### config.mk
export PLATFORM = sky130hd
export DESIGN_NAME = multrs_flat
export DESIGN_NICKNAME = d
export VERILOG_FILES = /design/src/rtl/multrs_if.sv /design/src/rtl/multrs.sv /design/src/flat_wrapper.sv
export SDC_FILE = /design/constraint.sdc
export NUM_CORES = 1
export LEC_CHECK = 0
export BUFFER_PORTS_ARGS = -buffer_cell sky130_fd_sc_hd__buf_2
export CAP_MARGIN = 20
export CORE_AREA = 2 2 159 161
export CTS_CLUSTER_DIAMETER = 80
export DETAILED_ROUTE_END_ITERATION = 10
export DIE_AREA = 0 0 161 163
export GPL_TIMING_DRIVEN = 0
export MAX_ROUTING_LAYER = met4
export PLACE_DENSITY = 0.69
export SETUP_SLACK_MARGIN = 0.4
export SYNTH_ARGS = -nofsm -noshare
export SYNTH_HDL_FRONTEND = slang
export SYNTH_SLANG_ARGS = --single-unit
### constraint.sdc
create_clock -name clk -period 6.98 [get_ports clk]
set_clock_uncertainty 0.15 [all_clocks]
set_input_delay 1.396 -clock clk [delete_from_list [all_inputs] [get_ports clk]]
set_output_delay 1.396 -clock clk [all_outputs]
set_load 0.01 [all_outputs]
### src/rtl/multrs_if.sv
// Dispatch, CDB snoop and FU issue bundle for the multiply reservation station.
// The master side is the pipeline around the station; the slave side is the station.
interface multrs_if;
   logic            disp_valid;
   logic [7:0]      disp_operand;
   logic [1:0]      disp_ready;
   logic [1:0][3:0] disp_tags;
   logic [1:0][7:0] disp_vals;
   logic [7:0]      disp_wbs;
   logic [7:0]      disp_flags;
   logic [3:0]      disp_robid;
   logic            disp_full;

   logic            cdb_valid;
   logic [3:0]      cdb_id;
   logic [7:0]      cdb_val;

   logic            fu_busy;
   logic            input_transmit;
   logic [7:0]      operand;
   logic [1:0][7:0] depvals;
   logic [7:0]      wbs;
   logic [7:0]      flags;
   logic [3:0]      robid;

   modport master (
      output disp_valid, disp_operand, disp_ready, disp_tags, disp_vals,
             disp_wbs, disp_flags, disp_robid,
      output cdb_valid, cdb_id, cdb_val,
      output fu_busy,
      input  disp_full,
      input  input_transmit, operand, depvals, wbs, flags, robid
   );

   modport slave (
      input  disp_valid, disp_operand, disp_ready, disp_tags, disp_vals,
             disp_wbs, disp_flags, disp_robid,
      input  cdb_valid, cdb_id, cdb_val,
      input  fu_busy,
      output disp_full,
      output input_transmit, operand, depvals, wbs, flags, robid
   );
endinterface

### src/rtl/multrs.sv
// Multiply-unit reservation station: holds dispatched micro-ops until both
// sources are captured, then issues the oldest ready one to an idle multiplier.
module multrs #(
   parameter int DEPTH = 4
) (
   input  logic   clk,
   input  logic   rst,
   input  logic   flush,
   multrs_if.slave bus
);
   localparam int IW = (DEPTH > 1) ? $clog2(DEPTH) : 1;
   localparam int CW = $clog2(DEPTH + 1);

   // entry control state
   logic [DEPTH-1:0] vld_q, vld_d;
   logic [1:0]       rdy_q [DEPTH];
   logic [1:0]       rdy_d [DEPTH];
   logic [DEPTH-1:0] older_q [DEPTH];
   logic [DEPTH-1:0] older_d [DEPTH];
   logic [CW-1:0]    count_q, count_d;
   logic             full_q, full_d;

   // entry data state
   logic [1:0][3:0]  tag_q [DEPTH];
   logic [1:0][7:0]  val_q [DEPTH];
   logic [1:0][7:0]  val_d [DEPTH];
   logic [7:0]       op_q  [DEPTH];
   logic [7:0]       wb_q  [DEPTH];
   logic [7:0]       fl_q  [DEPTH];
   logic [3:0]       rob_q [DEPTH];

   // registered CDB, snooped one cycle after broadcast
   logic             cdb_vld_q;
   logic [3:0]       cdb_id_q;
   logic [7:0]       cdb_val_q;

   // issue output registers
   logic             xmit_q, xmit_d;
   logic [7:0]       operand_q, operand_d;
   logic [1:0][7:0]  depvals_q, depvals_d;
   logic [7:0]       wbs_q, wbs_d;
   logic [7:0]       flags_q, flags_d;
   logic [3:0]       robid_q, robid_d;

   logic [DEPTH-1:0] ready_vec;
   logic [DEPTH-1:0] blocked_vec;
   logic             free_found;
   logic [IW-1:0]    free_idx;
   logic             sel_found;
   logic [IW-1:0]    sel_idx;
   logic             acc;
   logic             iss;
   logic [1:0]       byp_now;
   logic [1:0]       byp_old;
   logic [1:0]       src_rdy;
   logic [1:0][7:0]  src_val;

   always_comb begin
      ready_vec   = '0;
      blocked_vec = '0;
      free_found  = 1'b0;
      free_idx    = '0;
      sel_found   = 1'b0;
      sel_idx     = '0;

      for (int i = 0; i < DEPTH; i++) begin
         ready_vec[i] = vld_q[i] & rdy_q[i][0] & rdy_q[i][1];
      end

      // an entry is blocked when any other ready entry is older than it
      for (int i = 0; i < DEPTH; i++) begin
         for (int j = 0; j < DEPTH; j++) begin
            if (ready_vec[j] && older_q[j][i]) begin
               blocked_vec[i] = 1'b1;
            end
         end
      end

      for (int i = DEPTH - 1; i >= 0; i--) begin
         if (!vld_q[i]) begin
            free_found = 1'b1;
            free_idx   = IW'(i);
         end
         if (ready_vec[i] && !blocked_vec[i]) begin
            sel_found = 1'b1;
            sel_idx   = IW'(i);
         end
      end

      acc = bus.disp_valid && !full_q && !flush && free_found;
      iss = sel_found && !bus.fu_busy && !xmit_q && !flush;

      for (int s = 0; s < 2; s++) begin
         byp_now[s] = bus.cdb_valid && (bus.cdb_id == bus.disp_tags[s]);
         byp_old[s] = cdb_vld_q && (cdb_id_q == bus.disp_tags[s]);
         src_rdy[s] = bus.disp_ready[s] | byp_now[s] | byp_old[s];
         if (bus.disp_ready[s]) begin
            src_val[s] = bus.disp_vals[s];
         end else if (byp_now[s]) begin
            src_val[s] = bus.cdb_val;
         end else begin
            src_val[s] = cdb_val_q;
         end
      end
   end

   always_comb begin
      vld_d     = vld_q;
      rdy_d     = rdy_q;
      val_d     = val_q;
      older_d   = older_q;
      xmit_d    = 1'b0;
      operand_d = operand_q;
      depvals_d = depvals_q;
      wbs_d     = wbs_q;
      flags_d   = flags_q;
      robid_d   = robid_q;

      for (int i = 0; i < DEPTH; i++) begin
         for (int s = 0; s < 2; s++) begin
            if (vld_q[i] && !rdy_q[i][s] && cdb_vld_q && (tag_q[i][s] == cdb_id_q)) begin
               rdy_d[i][s] = 1'b1;
               val_d[i][s] = cdb_val_q;
            end
         end
      end

      if (iss) begin
         vld_d[sel_idx] = 1'b0;
         xmit_d         = 1'b1;
         operand_d      = op_q[sel_idx];
         depvals_d      = val_q[sel_idx];
         wbs_d          = wb_q[sel_idx];
         flags_d        = fl_q[sel_idx];
         robid_d        = rob_q[sel_idx];
      end

      // every live entry is older than the one being written
      if (acc) begin
         vld_d[free_idx]   = 1'b1;
         rdy_d[free_idx]   = src_rdy;
         val_d[free_idx]   = src_val;
         older_d[free_idx] = '0;
         for (int j = 0; j < DEPTH; j++) begin
            older_d[j][free_idx] = vld_q[j];
         end
      end

      if (flush) begin
         vld_d  = '0;
         xmit_d = 1'b0;
      end

      if (flush) begin
         count_d = '0;
      end else if (acc && !iss) begin
         count_d = count_q + 1'b1;
      end else if (iss && !acc) begin
         count_d = count_q - 1'b1;
      end else begin
         count_d = count_q;
      end
      full_d = (count_d == CW'(DEPTH));
   end

   always_ff @(posedge clk or posedge rst) begin
      if (rst) begin
         vld_q     <= '0;
         count_q   <= '0;
         full_q    <= 1'b0;
         cdb_vld_q <= 1'b0;
         xmit_q    <= 1'b0;
         operand_q <= '0;
         depvals_q <= '0;
         wbs_q     <= '0;
         flags_q   <= '0;
         robid_q   <= '0;
         for (int i = 0; i < DEPTH; i++) begin
            rdy_q[i]   <= '0;
            older_q[i] <= '0;
         end
      end else begin
         vld_q     <= vld_d;
         rdy_q     <= rdy_d;
         older_q   <= older_d;
         count_q   <= count_d;
         full_q    <= full_d;
         cdb_vld_q <= bus.cdb_valid;
         xmit_q    <= xmit_d;
         operand_q <= operand_d;
         depvals_q <= depvals_d;
         wbs_q     <= wbs_d;
         flags_q   <= flags_d;
         robid_q   <= robid_d;
      end
   end

   always_ff @(posedge clk) begin
      cdb_id_q  <= bus.cdb_id;
      cdb_val_q <= bus.cdb_val;
      val_q     <= val_d;
      if (acc) begin
         tag_q[free_idx] <= bus.disp_tags;
         op_q[free_idx]  <= bus.disp_operand;
         wb_q[free_idx]  <= bus.disp_wbs;
         fl_q[free_idx]  <= bus.disp_flags;
         rob_q[free_idx] <= bus.disp_robid;
      end
   end

   assign bus.disp_full      = full_q;
   assign bus.input_transmit = xmit_q;
   assign bus.operand        = operand_q;
   assign bus.depvals        = depvals_q;
   assign bus.wbs            = wbs_q;
   assign bus.flags          = flags_q;
   assign bus.robid          = robid_q;
endmodule

### src/flat_wrapper.sv
// flat-port wrapper written by rule: the top's interface ports become plain ports
module multrs_flat 
#(
   parameter int DEPTH = 4
)
  (clk, rst, flush, bus_disp_valid, bus_disp_operand, bus_disp_ready, bus_disp_tags, bus_disp_vals, bus_disp_wbs, bus_disp_flags, bus_disp_robid, bus_cdb_valid, bus_cdb_id, bus_cdb_val, bus_fu_busy, bus_disp_full, bus_input_transmit, bus_operand, bus_depvals, bus_wbs, bus_flags, bus_robid);
  multrs_if bus_i ();
  input  logic clk;
  input  logic rst;
  input  logic flush;
  input wire logic [$bits(bus_i.disp_valid)-1:0] bus_disp_valid;
  input wire logic [$bits(bus_i.disp_operand)-1:0] bus_disp_operand;
  input wire logic [$bits(bus_i.disp_ready)-1:0] bus_disp_ready;
  input wire logic [$bits(bus_i.disp_tags)-1:0] bus_disp_tags;
  input wire logic [$bits(bus_i.disp_vals)-1:0] bus_disp_vals;
  input wire logic [$bits(bus_i.disp_wbs)-1:0] bus_disp_wbs;
  input wire logic [$bits(bus_i.disp_flags)-1:0] bus_disp_flags;
  input wire logic [$bits(bus_i.disp_robid)-1:0] bus_disp_robid;
  input wire logic [$bits(bus_i.cdb_valid)-1:0] bus_cdb_valid;
  input wire logic [$bits(bus_i.cdb_id)-1:0] bus_cdb_id;
  input wire logic [$bits(bus_i.cdb_val)-1:0] bus_cdb_val;
  input wire logic [$bits(bus_i.fu_busy)-1:0] bus_fu_busy;
  output wire logic [$bits(bus_i.disp_full)-1:0] bus_disp_full;
  output wire logic [$bits(bus_i.input_transmit)-1:0] bus_input_transmit;
  output wire logic [$bits(bus_i.operand)-1:0] bus_operand;
  output wire logic [$bits(bus_i.depvals)-1:0] bus_depvals;
  output wire logic [$bits(bus_i.wbs)-1:0] bus_wbs;
  output wire logic [$bits(bus_i.flags)-1:0] bus_flags;
  output wire logic [$bits(bus_i.robid)-1:0] bus_robid;
  assign bus_i.disp_valid = bus_disp_valid;
  assign bus_i.disp_operand = bus_disp_operand;
  assign bus_i.disp_ready = bus_disp_ready;
  assign bus_i.disp_tags = bus_disp_tags;
  assign bus_i.disp_vals = bus_disp_vals;
  assign bus_i.disp_wbs = bus_disp_wbs;
  assign bus_i.disp_flags = bus_disp_flags;
  assign bus_i.disp_robid = bus_disp_robid;
  assign bus_i.cdb_valid = bus_cdb_valid;
  assign bus_i.cdb_id = bus_cdb_id;
  assign bus_i.cdb_val = bus_cdb_val;
  assign bus_i.fu_busy = bus_fu_busy;
  assign bus_disp_full = bus_i.disp_full;
  assign bus_input_transmit = bus_i.input_transmit;
  assign bus_operand = bus_i.operand;
  assign bus_depvals = bus_i.depvals;
  assign bus_wbs = bus_i.wbs;
  assign bus_flags = bus_i.flags;
  assign bus_robid = bus_i.robid;
  multrs #(.DEPTH(DEPTH)) u_core (.clk(clk), .rst(rst), .flush(flush), .bus(bus_i));
endmodule
### After elaboration in Yosys (flattened, before gate mapping)

Memory sizes are Yosys's and may differ from the RTL's. A register that Yosys moved wholly into a read port is not among the register bits.
Index checks and enable logic that the tools add are counted.

* output and inout bits: 46
* memory bits (writable): 144
* memories kept: 5
* logic and storage cells: 231
* register bits after elaboration: 126

Memory list
* u_core.fl_q: words 4, width 8, rd ports 1, clocked after memory_dff 1, write ports 1, line multrs.sv:29 `logic [7:0] fl_q [DEPTH];`
* u_core.op_q: words 4, width 8, rd ports 1, clocked after memory_dff 1, write ports 1, line multrs.sv:27 `logic [7:0] op_q [DEPTH];`
* u_core.tag_q: words 4, width 8, rd ports 4, clocked after memory_dff 0, write ports 1, line multrs.sv:24 `logic [1:0][3:0] tag_q [DEPTH];`
* u_core.wb_q: words 4, width 8, rd ports 1, clocked after memory_dff 1, write ports 1, line multrs.sv:28 `logic [7:0] wb_q [DEPTH];`
* u_core.rob_q: words 4, width 4, rd ports 1, clocked after memory_dff 1, write ports 1, line multrs.sv:30 `logic [3:0] rob_q [DEPTH];`

* add/subtract/negate cells: 2
* equality and inequality tests: 13
* reduce and logical (&&, ||, !) cells: 77
* bitwise operators: 19
* muxes and demuxes: 83
* $lt $le $gt $ge: 7

Operator list (number)
* $mux W8: 13
* $bwmux W64: 1
* $mux W64: 1
* $logic_and A1 B1 Y1: 59
* $eq A4 B4 Y1: 12
* $mux W16: 3
* $mux W1: 38
* $bmux W16 S2: 1
* $demux W16 S2: 1
* $logic_not A1 Y1: 18
* $mux W2: 9
* $and A16 B16 Y16: 1
* $bwmux W4: 4
* $mux W4: 4
* $not A16 Y16: 1
* $mux W3: 3
* $and A1 B1 Y1: 8
* $bwmux W8: 1
* $demux W4 S2: 1
* $ge A3 B3 Y1 const B: 2
* $lt A2 B3 Y1 const B: 2
* $not A2 Y3: 2
* $and A4 B4 Y4: 1
* $demux W1 S2: 2
* other kinds (9): 13

### Depth between registers and ports, before layout

Gate-level depths: netlist of run 1.

* depth in word-level cells: 23
* depth in mapped cells: 10
* depth with buffers taken out: 7

### Least setup slack after synthesis of run 1

Ideal clock, no wire load.

* path kind: input -> register
* from: in flush
* to: reg u_core.rdy_q[6] in the netlist's numbering
* arrival: 3693 ps
* library setup time: 211 ps
* path slack: 2926 ps
* required time: 6619 ps
* buffers on the path: 4
* cell stages on the path: 7
* path through: buf_2 > nor3b_1 > buf_2 > nor2b_1 > buf_2 > buf_1 > a22oi_1

RTL lines
* start: declaration: line flat_wrapper.sv:10 `input logic flush;`
* end signal: assignment: line multrs.sv:184 `rdy_q <= rdy_d;`
* end: declaration: line multrs.sv:16 `logic [1:0] rdy_q [DEPTH];`

### Final worst setup path of run 1

* from: in flush
* to: mem u_core.wb_q[3][2] (enable)

* cells in the longest elaborated chain, start to end: 5

Ends and longest elaborated chain
* $logic_not A1 Y1: line multrs.sv:90 `acc = bus.disp_valid && !full_q && !flush && free_found;`
* $logic_and A1 B1 Y1 (2 in series): line multrs.sv:90
* $mux W1: line multrs.sv:202 `if (acc) begin`
* $mux W1 (implied by the code): line multrs.sv:205 `wb_q[free_idx] <= bus.disp_wbs;`
* end: declaration: line multrs.sv:28

Every way passes these cells.

==> results.yml, run 1 <==
status:
  status: "finished clean"
power:
  max-vdd-ir-drop_uv: 158.5
  p_per_area_mw_per_mm2: 303.3
  total_leakage_power_nw: 6.165
run:
  cap_violations: 0
yosys:
  synth_cell_type_count: 48
  yosys_warnings: 0
  synth_flop_cell: "edfxtp_1"
  synthTopCellsByArea: "edfxtp_1 (36%), dfrtp_1 (16%), dfxtp_1 (13%), mux2i_1 (6.7%), nand2_1 (4.3%)"
  syn_area_per_cell_um2: 12.32
  synth-edff-count: 144
  post-synth-top-area-cell: "edfxtp_1"
  ys_ff_latch: 298
  synthCells: 987
  yosys-top-cells-count: "edfxtp_1 (144), nand2_1 (140), mux2i_1 (82), dfrtp_1 (78), dfxtp_1 (76)"
  yosysTopAreaCellShare_pct: 35.55
  syn_area_mm2: 0.01216
  synth_nets: 1061
  ys_async_sr_fraction_pct: 26.17
  seq_area_frac_synth_pct: 64.10
  synth.most_common_cell: "edfxtp_1"
setup_path:
  cpLargestDelayFamily: "buffers and inverters"
  reg2reg_to: "u_core.bus.depvals[12]"
  r2r_start: "u_core.rdy_q[6]"
  cp.depth: 7
  arrival_ns: 3.53
  required_ns: 7.07
  crit_path_end: "u_core.wb_q[3][2]"
  r2r_slack_ns: 4.22
  r2r_cells: 8
  critPathSlowestCell: "buf_2"
  crit_start: "flush"
  critical_path_buf_inv_count: 4
  critPathMaxStageDelay_ns: 0.46
  crit_path_frequent_cell: "buf_2"
  endpoint_kind: "register"
  cp_max_fo: 30
  crit_type: "primary input to register"
  crit_chain: "buf_2, nor3b_1, buf_2, nand2_1, nor3_2, buf_2, buf_12"
  start_kind: "primary input"
floorplan:
  rows: 58
  io_pins: 118
  start_util_pct: 49.30
  die_height_um: 163
  die_w_um: 161
  dieArea_mm2: 0.02624
  core_area_mm2: 0.02467
clock_tree:
  htreeDepth: 1
  clk_pin_slew_worst_paths_ns: 0.06
  clockRootBuffer: "clkbuf_16"
  post_cts_buffers: 0
  cts-hold-fix-buffers: 0
  cts_buffers: 30
  clkLatencyLatePin_ns: 0.58
  clk_path_buf_depth: 3
  cts_resized: 0
  tritoncts: "done"
  clock_sinks: 298
routing:
  drt_pass1_iterations: 9
  wl_met3_um: 2221
  drt_iter0_drc: 912
  vias: 8604
  routed.top_layer: "met4"
  wl_met1_um: 13370
  drc: 0
  via_per_inst: 5.755
  wl_um: 30280
  antenna_left: 0
  wl_met2_um: 14020
  routedWlPerCell_um: 20.26
place:
  hpwl_um: 19790
  dp_slack_ns: 2.951
  port_buffers: 116
  place_congestion: 0.8259
sta:
  slew_viol_final: 0
  setup_violations: 0
  fin_crit_sh_pct: 49.30
  tightest_slew_ns: 0.8721
  setup-tns-final_ns: 0
  grt_setup_unrepaired: "false"
  period_needed_ns: 3.441
  fin_ws_ns: 3.539
  timing.fmax_ghz: 0.2906
  max-slew-margin-rel_pct: 41.86
  hold_violations: 0
global_route:
  grt_overflow: 0
  track_usage_pct: 23.78
  grt_pass1_vias: 8375
  antenna_found_initial: 1
  grt_max_degree: 54
  grt_pass1_wl_um: 47220
cells_and_area:
  drive_gt1_share_pct: 18.21
  fin_nets: 1214
  fillers: 2090
  synthToLayoutAreaGrowth_pct: 17.11
worst_hold_path:
  hold_class: "register to register"
  hold_depth: 1
## area by class of cell
type,instances,area (µm²),share of cell area (%)
flip-flops and latches,298,7797,54.74
multi-input cells,604,3945,27.69
clock buffers,46,850.8,5.973
repair buffers,121,688.2,4.831
well taps,330,412.9,2.899
plain buffers,74,384.1,2.697
clock inverters,10,120.1,0.8432
inverters,11,43.79,0.3074
diodes,1,2.502,0.01757
## stage by stage
step                cells  area (µm²)  hold WS (ns)  power (mW)  utilization, %
global placement     1433       13160        0.3037       2.760           53.33
global route         1495       14240        0.3370       4.496           57.73
CTS                  1494       14240        0.3243       4.346           57.72
detailed placement   1438       13270        0.3106       2.788           53.79
finish               1495       14240        0.3209       4.321           57.73
floorplan             987       12160        0.2960       2.526               -
## cell usage in the layout, fill, tap and decap left out, types with 3 or more instances in the layout
cell	netlist	routed
a22oi_1	6	6
nor2_1	23	23
nor3_1	10	10
xor2_1	18	18
and2_1	3	3
buf_2	25	142
inv_1	10	9
clkinv_1	0	4
clkbuf_8	0	4
dfrtp_1	78	78
mux2i_1	82	82
nand4_1	22	22
o21ai_1	18	18
nor3b_1	3	3
a21oi_1	59	59
nand2_1	140	140
nor2b_1	3	3
and4b_1	4	4
clkinv_2	0	3
a222oi_1	45	45
dfxtp_1	76	76
clkbuf_16	0	30
o21ai_0	64	64
edfxtp_1	144	144
clkbuf_1	37	47
buf_12	0	4
a21o_1	45	45
xnor2_1	30	30
nand3_1	3	3
buf_6	8	8
buf_4	3	3
## kinds of logic (layout without fill, tap and decap cells)
family	count (synthesis)	count (layout)	share of synthesized area, %
flip-flops	298	298	64.10
XOR/XNOR	48	48	3.456
multiplexers	82	82	6.748
other	0	1	0
AND/OR/NAND/NOR	223	223	8.486
buffers and inverters	85	262	3.466
AO/OA/AOI/OAI	249	249	13.54
adder cells (fa/ha/maj)	2	2	0.2057
## power by group
| part | leakage [nW] | switching, mW | internal, mW |
|---|---|---|---|
| Combinational | 2.77 | 0.301 | 0.259 |
| Clock | 0.470 | 0.655 | 0.912 |
| Sequential | 2.93 | 0.131 | 2.06 |
## flip-flops by register name (all words and copies together), names as in the netlist, 4 cells and up, named ones only
signal	count
u_core.wb_q	32
u_core.val_q	64
u_core.fl_q	32
u_core.rob_q	16
u_core.bus.flags	8
u_core.tag_q	32
u_core.op_q	32
u_core.bus.depvals	16
u_core.vld_q	4
u_core.rdy_q	8
u_core.cdb_id_q	4
u_core.bus.robid	4
u_core.older_q	12
u_core.cdb_val_q	8
u_core.bus.wbs	8
u_core.bus.operand	8
## how the worst min path moves through the flow
stage                                startpoint                    end  slack [ns]
final                       u_core.bus.flags[1]    u_core.bus.flags[1]        0.32
after global routing      u_core.bus.operand[0]  u_core.bus.operand[0]        0.34
after CTS                 u_core.bus.operand[0]  u_core.bus.operand[0]        0.32
after detailed placement  u_core.bus.operand[0]  u_core.bus.operand[0]        0.31
after global placement        u_core.bus.wbs[5]      u_core.bus.wbs[5]        0.30
after floorplan                        register               register        0.30
## metal layers
layer / global-route usage (%) / vias to the layer above
met2: 36.62 / 339
li1: - / 3952
met4: 6.859 / 0
met3: 3.132 / 57
met5: - / -
met1: 33.43 / 4256
(Power assumes the default switching activity.)
==> run 2: changes to the inputs <==
==> constraint.sdc (replaced) <==
create_clock -name clk -period 3.35 [get_ports clk]
set_clock_uncertainty 0.15 [all_clocks]
set_input_delay 0.67 -clock clk [delete_from_list [all_inputs] [get_ports clk]]
set_output_delay 0.67 -clock clk [all_outputs]
set_load 0.01 [all_outputs]
==> run 2 against run 1 <==
Against the previous run: the flow now finishes with violations (negative hold slack); critical path depth fell by 1; first-iteration DRC count is 0.55% higher; count of clock-buffer cells in the layout down 6; worst setup slack got worse by 2.9 ns; final cell count is essentially flat; register-to-register slack got worse by 3.6 ns; via count down 0.98%; wire length shrank 2.5%; utilization increased by 0.15 points; critical path type is now register to register; global-route usage down 0.34 points; sequential power up 110%; hold slack got worse by 0.32 ns; highest routed layer unchanged.
==> results.yml, run 2 (synthesis results as in run 1) <==
setup_path:
  start_kind: "register"
  cp_max_fo: 29
  r2r_slack_ns: 0.63
  required_ns: 3.44
  r2r_cells: 6
  reg2reg_to: "u_core.op_q[0][1]"
  crit_path_frequent_cell: "buf_2"
  arrival_ns: 2.81
  critical_path_buf_inv_count: 4
  critPathSlowestCell: "clkdlybuf4s15_2"
  r2r_start: "u_core.bus.disp_full"
  crit_type: "register to register"
  crit_chain: "nor3b_1, buf_2, nor2b_1, buf_2, clkdlybuf4s15_2, buf_12"
  cpLargestDelayFamily: "buffers and inverters"
  critPathMaxStageDelay_ns: 0.58
  endpoint_kind: "register"
power:
  total_leakage_power_nw: 6.177
  power_mw: 9.116
  p_per_area_mw_per_mm2: 638.3
  max-vdd-ir-drop_uv: 381.6
floorplan:
  core_area_mm2: 0.02467
  dieArea_mm2: 0.02624
  io_pins: 118
  die_w_um: 161
  die_height_um: 163
  rows: 58
  start_util_pct: 49.30
clock_tree:
  cts_resized: 0
  clkLatencyLatePin_ns: 0.55
  cts-hold-fix-buffers: 0
  clockRootBuffer: "clkbuf_16"
  post_cts_buffers: 0
  clk_pin_slew_worst_paths_ns: 0.06
  clock_sinks: 298
  cts_buffers: 30
  clk_path_buf_depth: 3
  htreeDepth: 1
  tritoncts: "done"
routing:
  wl_met2_um: 13750
  vias: 8520
  antenna_left: 0
  drc: 0
  wl_um: 29530
  wl_met3_um: 1936
  wl_met1_um: 13340
  drt_pass1_iterations: 8
  drt_iter0_drc: 917
  routedWlPerCell_um: 19.76
  routed.top_layer: "met4"
  via_per_inst: 5.703
cells_and_area:
  fillers: 2089
  mostFrequentLayoutCell: "edfxtp_1"
  stdcell_count: 1494
  drive_gt1_share_pct: 18.73
  multi_input_area_mm2: 0.003945
  post-route-util_pct: 57.89
  fin_nets: 1214
  final_cell_area_mm2: 0.01428
  final_cell_mix: "edfxtp_1 (144), buf_2 (141), nand2_1 (140)"
  max_flop_register: "u_core.val_q"
  ff_latch_area_mm2: 0.007797
  synthToLayoutAreaGrowth_pct: 17.41
  largest_register_ffs: 64
  antennaDiodeCount: 0
status:
  violations: "negative hold slack"
  status: "complete, but fails checks"
worst_hold_path:
  hold_class: "primary input to async pin"
place:
  port_buffers: 116
  hpwl_um: 19600
  dp.cells: 1438
  post_dp_cell_area_mm2: 0.01328
  place_congestion: 0.8493
sta:
  max-slew-margin-rel_pct: 45.12
  slew_viol_final: 0
  setup_violations: 0
  setup-tns-final_ns: 0
  tightest_slew_ns: 0.8231
  grt_setup_unrepaired: "false"
  timing.fmax_ghz: 0.3678
  hold_violations: 1
  period_needed_ns: 2.719
  whs_ns: -0.001238
  fin_crit_sh_pct: 81.16
global_route:
  grt_pass1_wl_um: 46880
  grt_pass1_vias: 8467
  grt_overflow: 0
  track_usage_pct: 23.44
  antenna_found_initial: 0
  grt_max_degree: 46
run:
  cap_violations: 0
## run 2: cell count changes in the layout (fill, tap and decap cells not counted), sizes merged
cell,before,now
clkbuf,83,77
clkinvlp,0,3
bufinv,2,4
buf,158,157
clkdlybuf4s15,0,1
clkinv,8,9
diode,1,0
## run 2: worst register-to-register path, delay by kind of cell, from the launching register on
family                 cells  cell delay, ns
AND/OR/NAND/NOR            2            0.47
flip-flops                 1            0.37
buffers and inverters      4            1.38
## run 2: cell type report
class,instances,area share [%]
Sequential cell,298,54.60
Multi-Input combinational cell,604,27.62
Clock buffer,40,5.659
Timing Repair Buffer,121,4.818
Tap cell,330,2.891
Buffer,74,2.733
Clock inverter,16,1.375
Inverter,11,0.3066
## run 2: worst max-delay path by stage
stage                               startpoint                    end  slack, ns  cells after the start
after floorplan                            rst              async pin       0.53                      1
after global placement                     rst  u_core.bus.depvals[1]      -0.78                      2
after detailed placement                 flush      u_core.op_q[0][7]       0.12                      7
after CTS                 u_core.bus.disp_full      u_core.op_q[0][1]       0.63                      6
after global routing      u_core.bus.disp_full      u_core.op_q[0][1]       0.48                      6
final                     u_core.bus.disp_full      u_core.op_q[0][1]       0.63                      6
## run 2: report_power, final
group          switching, mW  internal [mW]
clock network           1.39           2.01
logic                  0.620          0.539
registers              0.266           4.30
## run 2: through the flow
stage	hold WS, ns	setup WS [ns]
final	-0.001238	0.6312
after global routing	0.03631	0.4839
after CTS	0.01209	0.6298
after detailed placement	0.3102	0.1194
after global placement	0.3048	-0.7775
after floorplan	0.2960	0.5350
## run 2: layer usage
metal	GRT usage, %	vias to the layer above
met5	-	-
met2	37.53	352
met3	3.005	42
met4	5.398	0
met1	32.31	4173
li1	-	3953
